File: src/rtl/timer_counter_cmp.sv
// ============================================================================
// timer_counter_cmp : 64-bit timer counter with compare match, sticky status.
// Optional macro TIMER_CNT_SHADOW_EN adds a coherent high-word read shadow.
// Revision: 1.0
// ============================================================================
`default_nettype none

module timer_counter_cmp #(
  parameter logic [63:0] CMP_RST_VAL = 64'hFFFF_FFFF_FFFF_FFFF
) (
  input  logic        sys_clk,
  input  logic        sys_rst_n,
  input  logic        count_en,
  input  logic        timer_en,
  input  logic        wr_cnt_lo,
  input  logic        wr_cnt_hi,
  input  logic        wr_cmp_lo,
  input  logic        wr_cmp_hi,
  input  logic [31:0] wdata,
  input  logic        rd_cnt_lo,
  input  logic        int_en,
  input  logic        int_st_clr,
  output logic [63:0] cnt,
  output logic [63:0] cmp,
  output logic [31:0] cnt_hi_rd,
  output logic        int_st,
  output logic        tim_int
);

  logic [63:0] cnt_q, cnt_d;
  logic [63:0] cmp_q, cmp_d;
  logic        int_st_q, int_st_d;
  logic        timer_en_q;
  logic        w_match;

  assign w_match = (cnt_q == cmp_q);

  always_comb begin
    cnt_d = cnt_q;
    if (wr_cnt_lo || wr_cnt_hi) begin
      if (wr_cnt_lo) cnt_d[31:0]  = wdata;
      if (wr_cnt_hi) cnt_d[63:32] = wdata;
    end else if (timer_en_q && !timer_en) begin
      cnt_d = '0;
    end else if (count_en) begin
      cnt_d = cnt_q + 64'd1;
    end
  end

  always_comb begin
    cmp_d = cmp_q;
    if (wr_cmp_lo) cmp_d[31:0]  = wdata;
    if (wr_cmp_hi) cmp_d[63:32] = wdata;
  end

  // A match wins over a same-cycle clear so the status cannot be lost.
  always_comb begin
    int_st_d = int_st_q;
    if (w_match)         int_st_d = 1'b1;
    else if (int_st_clr) int_st_d = 1'b0;
  end

  always_ff @(posedge sys_clk) begin
    if (!sys_rst_n) begin
      cnt_q      <= '0;
      cmp_q      <= CMP_RST_VAL;
      int_st_q   <= 1'b0;
      timer_en_q <= 1'b0;
    end else begin
      cnt_q      <= cnt_d;
      cmp_q      <= cmp_d;
      int_st_q   <= int_st_d;
      timer_en_q <= timer_en;
    end
  end

`ifdef TIMER_CNT_SHADOW_EN
  logic [31:0] shadow_q, shadow_d;

  // Capture uses the pre-update count so a lo/hi read pair is coherent.
  always_comb begin
    shadow_d = shadow_q;
    if (rd_cnt_lo) shadow_d = cnt_q[63:32];
  end

  always_ff @(posedge sys_clk) begin
    if (!sys_rst_n) shadow_q <= '0;
    else            shadow_q <= shadow_d;
  end

  assign cnt_hi_rd = shadow_q;
`else
  logic unused_rd_cnt_lo;
  assign unused_rd_cnt_lo = rd_cnt_lo;
  assign cnt_hi_rd        = cnt_q[63:32];
`endif

  assign cnt     = cnt_q;
  assign cmp     = cmp_q;
  assign int_st  = int_st_q;
  assign tim_int = int_st_q & int_en;

endmodule

`default_nettype wire

File: config.mk
export PLATFORM = sky130hd
export DESIGN_NAME = timer_counter_cmp
export DESIGN_NICKNAME = d
export VERILOG_FILES = /design/src/rtl/timer_counter_cmp.sv
export SDC_FILE = /design/constraint.sdc
export NUM_CORES = 1
export LEC_CHECK = 0
export CAP_MARGIN = 20
export CELL_PAD_IN_SITES_DETAIL_PLACEMENT = 0
export CELL_PAD_IN_SITES_GLOBAL_PLACEMENT = 1
export CORE_UTILIZATION = 38
export CTS_CLUSTER_SIZE = 28
export DETAILED_ROUTE_END_ITERATION = 8
export HOLD_SLACK_MARGIN = 0.15
export PLACE_DENSITY = 0.84
export SYNTH_ARGS = -nofsm -noshare
export SYNTH_HDL_FRONTEND = slang
export SYNTH_SLANG_ARGS = --single-unit
export TNS_END_PERCENT = 1
File: constraint.sdc
create_clock -name sys_clk -period 5.9 [get_ports sys_clk]
set_input_delay 1.475 -clock sys_clk [delete_from_list [all_inputs] [get_ports sys_clk]]
set_output_delay 1.475 -clock sys_clk [all_outputs]
set_load 0.01 [all_outputs]
-- Word-level counts from Yosys, hierarchy flattened
Cells that the tools add are included.
Widths: inputs -> output; s select.
- flip-flop bits (word level): 130
- latch bits: 0
- bits in writable memories: 0
- ROM bits: 0
- output and inout port bits: 162
- memories kept: 0
- add/subtract/negate cells: 1
- multipliers: 0
- div/mod/pow operators: 0
- $lt $le $gt $ge: 0
- equality and inequality tests: 3
- shifts and indexed selects: 0
- multiplexer cells: 7
- bitwise gates (word level): 1
- reductions and logical operators: 7
- operators with widths (cell ; number):
    $mux 64 ; 3
    $add 64x1->64 const B ; 1
    $eq 64x64->1 ; 1
    $mux 32 ; 2
    $ne 2x2->1 const B ; 2
    $reduce_and 2->1 ; 2
    $reduce_bool 3->1 ; 1
    $mux 1 ; 2
    $reduce_bool 2->1 ; 1
    $and 1x1->1 ; 1
    $logic_and 1x1->1 ; 1
    $logic_not 1->1 ; 1
    $logic_or 1x1->1 ; 1

-- Depth between registers and ports, before layout
Gate-level depths: netlist (run 1).
- depth after elaboration: 4
- gate-level depth with buffers: 9

-- Least setup slack after synthesis (run 1)
No wires, ideal clock.
- path kind: input -> register
- from: in wr_cnt_hi
- to: reg cnt_q[57], in the netlist cnt[57]
- setup time: 0.070 ns
- data arrival time: 3.068 ns
- required time: 5.830 ns
- setup slack: 2.762 ns
- stages: 8
- buffers on the path: 3
- cells stage by stage: or2_2 -> clkbuf_1 -> nor2_1 -> clkbuf_1 -> buf_1 -> nand2_1 -> mux2_1 -> a21oi_1
- word-level cells in the longest chain between the ends: 3
- elaborated cells between the ends (all ways): 5
- classes of those cells: eq/ne (1); mux (1); reduce/logical (3)
- RTL lines (item ; RTL line ; RTL):
    from (decl) ; 16 ; input logic wr_cnt_hi,
    $logic_or 1x1->1 ; 40 ; if (wr_cnt_lo || wr_cnt_hi) begin
    $ne 2x2->1 (no source line) / $reduce_bool 3->1 (equally long branches) ; n/a ;
    $reduce_and 2->1 (no source line) ; n/a ;
    to (signal assigned) ; 70 ; cnt_q <= cnt_d;
    to (decl) ; 30 ; logic [63:0] cnt_q, cnt_d;
Parallel ways exist; a longest one is shown, timed or not.
A chain may end at the register's enable or synchronous reset.

-- Worst setup path in the final report (run 1)
- from: in int_en
- to: out tim_int
- word-level cells in the longest chain between the ends: 1
- RTL lines (item ; RTL line ; RTL):
    from (decl) ; 21 ; input logic int_en,
    $and 1x1->1 ; 101 ; assign tim_int = int_st_q & int_en;
    to (decl) ; 27 ; output logic tim_int
No other way between the ends.

==> reports/metrics.cfg, run 1 <==
[status]
outcome=finished, final reports clean

[placed_design]
routabilityCongestion=0.942
place_ws_ps=1590
hpwl_um=22900
io_buffers=203
place_inst=1339

[route]
top_layer_used=met5
antenna_left=0
vias_per_cell=6.02
route.vias.total=8254
route.met2.wl_um=13900
totalWireLength_um=32200
wl_per_cell_um=23.5
wl_met1_um=13500
drc=0
drt-initial-drc-count=1013
drtPass1Iterations=6
dr_wl_met3_um=3420

[worst_hold_path]
min_path_type=flop to flop

[floorplanning]
start_util_pct=39.3
num_rows=51
dieArea_mm2=0.0210
fp.dieW_um=145
core_region_area_mm2=0.0197
ios=205
die_h_um=145

[logic_synthesis]
syn_inst=981
syn_nets=1025
yosysSeqAreaShare_pct=33.6
yosys_warnings=0
synthTopCellsByCount=nand2_1 (160), dfxtp_1 (130), mux2i_1 (74)
yosysTopAreaCellShare_pct=33.6
synth.area.top_cells=dfxtp_1 (34%), mux2i_1 (9.6%), nand2_1 (7.8%), xnor2_1 (7.2%), nand4_1 (3.9%)
async_flop_share_pct=0
synth-main-ff-cell=dfxtp_1
syn_area_mm2=0.00775
synth.ff_latch_count=130
syn_avg_cell_area_um2=7.90
yosysMostFrequentCell=nand2_1
ys_types=62
synth_edf_count=0
synth_top_area_cell=dfxtp_1

[cts]
hold_buffers=0
cts_tree=built
cts.sinks=130
clk_latency_ps=430
clk_pin_slew_ps=60
cts_resized=0
cts_setup_buffers=0
htree_levels=4
cts_buffer_depth=2
root_buffer=clkbuf_16
numCtsBuffers=17

[finish]
final_cells=1372
areaGrowthSynthToFinish_pct=33.0
nets=1138
post_route_cells_drive_above_1_share_pct=5.69
n_antenna_cell=0

[global_route]
grt_pass1_vias=7447
grt_pass1_wl_um=47300
antenna_found_initial=1
gr-usage-all-layers_pct=31.1
grt_start_max_net_pins=80
grt_overflow=0

[worst_setup_path]
critPathLaunchType=primary input
crit_path_top_delay_cell=clkdlybuf4s50_1
crit_top_cell=clkdlybuf4s50_1
max_stage_delay_ps=530
cp_data_arrival_time_ps=2560
criticalPathCategory=primary input to output pin
critPathTopFamily=buffers and inverters
critPathBufInv=2
path_max_fanout=1
rrSetupSlack_ps=2620
crit_path_end_kind=output pin
required_ps=4430
path_cells=clkdlybuf4s50_1, and2_1, clkdlybuf4s50_1

[timing]
finalMaxSlewViolations=0
setup_violations=0
fin_crit_ps=4040
worst_slew_margin_rel_pct=26.2
period_share_pct=68.4
worst_pin_slew_ps=1110
fin_ws_ps=1860
skew_ps=10.6
fmax_ghz=0.248
rsz0062_at_grt=no
finalSetupTns_ps=0
timing.final.hold_violations=0

[power_and_ir_drop]
power.density_mw_per_mm2=269
vdd_ir_drop_max_v=0.000198
cellLeakagePower_nw=3.64

[job]
maxCapViolCount=0

==> layout make-up <==
cell class	instances	area, um2
multi-input combinational	726	4550
sequential	130	2600
clock buffer	21	480
inverter	4	15.0
tap	265	332
clock inverter	11	200
fill	1885	9410
timing repair buffer	215	2130
==> registers in the layout (all words and copies together), names as in the netlist <==
signal,flops
timer_en_q,1
cnt,64
cmp,64
int_st,1
==> routing by layer <==
metal / track usage (%) / vias to the layer above
li1: - / 3763
met2: 46.1 / 556
met4: 15.2 / 2
met3: 7.83 / 81
met1: 41.6 / 3852
met5: 0 / -
==> layout by cell type, fill, tap and decap left out, drive strengths merged, types with 27 or more instances in the layout <==
master | synthesis | layout
nor2 | 45 | 45
xnor2 | 64 | 64
nor3 | 29 | 29
mux2i | 74 | 74
nand2 | 160 | 160
a22oi | 28 | 28
a21oi | 42 | 42
nand4 | 50 | 50
clkdlybuf4s50 | 0 | 200
o21ai | 40 | 40
nor4 | 27 | 27
nand3 | 33 | 33
dfxtp | 130 | 130
==> tightest hold or removal path: stages (launching register included) <==
cell and delay (ps):
dfxtp_1 340, nand2b_1 80, a21oi_1 60
==> cell families after synthesis <==
kind of cell	share of synthesized area, %
DFF	33.6
muxes	9.71
adders and majority gates	0.161
AOI/OAI and AO/OA	15.8
and+or+nand+nor	25.7
buffers and inverters	7.77
xor gates and xnor gates	7.24
==> metrics by stage <==
step	util (%)	total power [mW]	area [um2]	hold slack [ps]
after global placement	48.7	1.54	9600	502
final	52.3	2.77	10300	515
after global routing	52.3	2.85	10300	533
after detailed placement	48.7	1.55	9600	507
after CTS	52.1	2.76	10300	522
after floorplan	-	1.29	7750	501
==> report_power, final <==
group | internal, mW | switching, mW
clock network | 0.798 | 0.429
registers | 0.935 | 0.118
logic | 0.245 | 0.244
==> worst paths after layout <==
path | depth (start not counted) | from | end
worst max register to register | 6 | cnt[15] | cnt[48]
worst min-delay path | 2 | int_st | int_st
worst max-delay path | 3 | int_en | tim_int
worst min register to register | 2 | int_st | int_st
Power figures use the tool's default switching activity.
==> run 2: changes to the inputs <==
- CORE_UTILIZATION: 38 -> 32
- PLACE_DENSITY: 0.84 -> 0.75
- clock period: 5.9 -> 3.6 ns (I/O delays scaled with it)
==> reports/metrics.cfg, run 2 (same netlist as run 1, synthesis figures left out) <==
[status]
outcome=finished, final reports clean  ; unchanged

[timing]
rsz0062_at_grt=no  ; unchanged
timing.final.hold_violations=0  ; unchanged
finalMaxSlewViolations=0  ; unchanged
finalSetupTns_ps=0  ; unchanged
skew_ps=8.66  ; was 10.6 ps
worst_slew_margin_rel_pct=32.3  ; was 26.2%
fmax_ghz=0.345
period_share_pct=80.6
setup_violations=0  ; unchanged
fin_crit_ps=2900
worst_pin_slew_ps=1020  ; was 1110 ps

[cts]
clk_pin_slew_ps=60  ; about the same
cts_resized=0  ; unchanged
cts.sinks=130  ; unchanged
cts_buffer_depth=2  ; unchanged
clk_latency_ps=430  ; about the same
numCtsBuffers=17  ; unchanged
cts_setup_buffers=0  ; unchanged
root_buffer=clkbuf_16  ; unchanged
htree_levels=4  ; unchanged
cts_tree=built  ; unchanged
hold_buffers=0  ; unchanged

[finish]
final_common_cell=clkdlybuf4s50_1  ; unchanged
fillers=2413  ; was 1885
final_core_util_pct=44.5  ; was 52.3%
multi_input_area_mm2=0.00455  ; unchanged
regArea_mm2=0.00260  ; unchanged
design_area_mm2=0.0105  ; was 0.0103 mm2
n_antenna_cell=0  ; unchanged
post_route_cells_drive_above_1_share_pct=8.02  ; was 5.69%
nets=1168  ; was 1138
areaGrowthSynthToFinish_pct=35.6  ; was 33.0%
final_cell_mix=clkdlybuf4s50_1 (200), nand2_1 (160), dfxtp_1 (130)  ; unchanged

[worst_setup_path]
path_max_fanout=10  ; was 1
critPathLaunchType=flop  ; was primary input
crit_path_end_kind=flop  ; was output pin
critPathBufInv=0  ; was 2
criticalPathCategory=flop to flop  ; was primary input to output pin
cp_data_arrival_time_ps=3210  ; was 2560 ps
max_stage_delay_ps=650  ; was 530 ps
crit_path_top_delay_cell=dfxtp_1  ; was clkdlybuf4s50_1
path_cells=and4_1, nand4_1, nor3_1, nand4_1, a311o_1  ; was clkdlybuf4s50_1, and2_1, clkdlybuf4s50_1
critPathTopFamily=simple AND/OR/NAND/NOR gates  ; was buffers and inverters
required_ps=3910  ; was 4430 ps
crit_top_cell=nand4_1  ; was clkdlybuf4s50_1

[placed_design]
hpwl_um=25600  ; was 22900 um
routabilityCongestion=0.912  ; was 0.942
io_buffers=203  ; unchanged
dpl_cell_area_mm2=0.00991  ; was 0.00960 mm2

[floorplanning]
core_region_area_mm2=0.0236  ; was 0.0197 mm2
start_util_pct=32.8  ; was 39.3%
fp.dieW_um=158  ; was 145 um
die_h_um=158  ; was 145 um
dieArea_mm2=0.0248  ; was 0.0210 mm2
num_rows=56  ; was 51
ios=205  ; unchanged

[global_route]
grt_pass1_wl_um=51200  ; was 47300 um
antenna_found_initial=0  ; was 1
grt_overflow=0  ; unchanged
grt_start_max_net_pins=39  ; was 80
grt_pass1_vias=7718  ; was 7447
gr-usage-all-layers_pct=28.1  ; was 31.1%

[route]
drt-initial-drc-count=938  ; was 1013
drtPass1Iterations=7  ; was 6
route.vias.total=8480  ; was 8254
drc=0  ; unchanged
wl_per_cell_um=23.8  ; was 23.5 um
antenna_left=0  ; unchanged
vias_per_cell=5.83  ; was 6.02
totalWireLength_um=34600  ; was 32200 um

[power_and_ir_drop]
cellLeakagePower_nw=3.74  ; was 3.64 nW
vdd_ir_drop_max_v=0.000267  ; was 0.000198 V
power.density_mw_per_mm2=417  ; was 269 mW/mm2

[job]
maxCapViolCount=0  ; unchanged

[worst_hold_path]
min_path_type=flop to flop  ; unchanged

==> run 2: cell count changes in the layout (fill, tap and decap cells not counted) <==
cell        delta
buf_4         +30
clkbuf_8       -3
clkinv_4       -3
inv_6          +3
bufinv_16      -2
clkinv_2       +2
buf_12         +1
buf_16         -1
clkinvlp_4     +1
==> run 2: metrics by stage <==
step           setup WS, ps  power, mW  cells  hold WS (ps)
5_1_grt                 608       4.52   1454           552
6_report                699       4.38   1454           524
3_5_place_dp            381       2.58   1424           509
4_1_cts                 697       4.38   1454           525
3_3_place_gp            384       2.57   1424           481
2_1_floorplan          1040       2.12    981           501
==> run 2: power by group <==
part	total, mW	leakage [nW]	switching (mW)	internal, mW
Sequential	1.70	1.08	0.170	1.53
Combinational	0.862	2.38	0.440	0.422
Clock	1.82	0.285	0.712	1.10
==> run 2: final cells by class <==
cell class,count,area share [%]
multi-input cells,726,43.3
flip-flops and latches,130,24.8
repair buffers,245,22.3
clock buffers,18,4.18
well taps,319,3.80
clock inverters,12,1.50
inverters,4,0.143
==> run 2: tightest hold or removal path, stage by stage, from the launching register on <==
cell and delay, ps:
dfxtp_1 360, mux2i_1 80, nand2_1 60
==> run 2: metal layers <==
layer	part of all wire, %	track usage (%)	up-vias
li1	-	-	3821
met1	43	38.5	4081
met2	45	44.1	514
met3	8.3	4.30	64
met4	3.3	11.2	0
met5	0	0	-
==> run 2: worst paths after layout <==
kind | end | startpoint | slack, ps | cells past startpoint
worst max-delay path | cnt[63] | cnt[21] | 700 | 5
worst min-delay path | cmp[63] | cmp[63] | 520 | 2
worst max register to register | cnt[63] | cnt[21] | 700 | 5
worst min register to register | cmp[63] | cmp[63] | 520 | 2
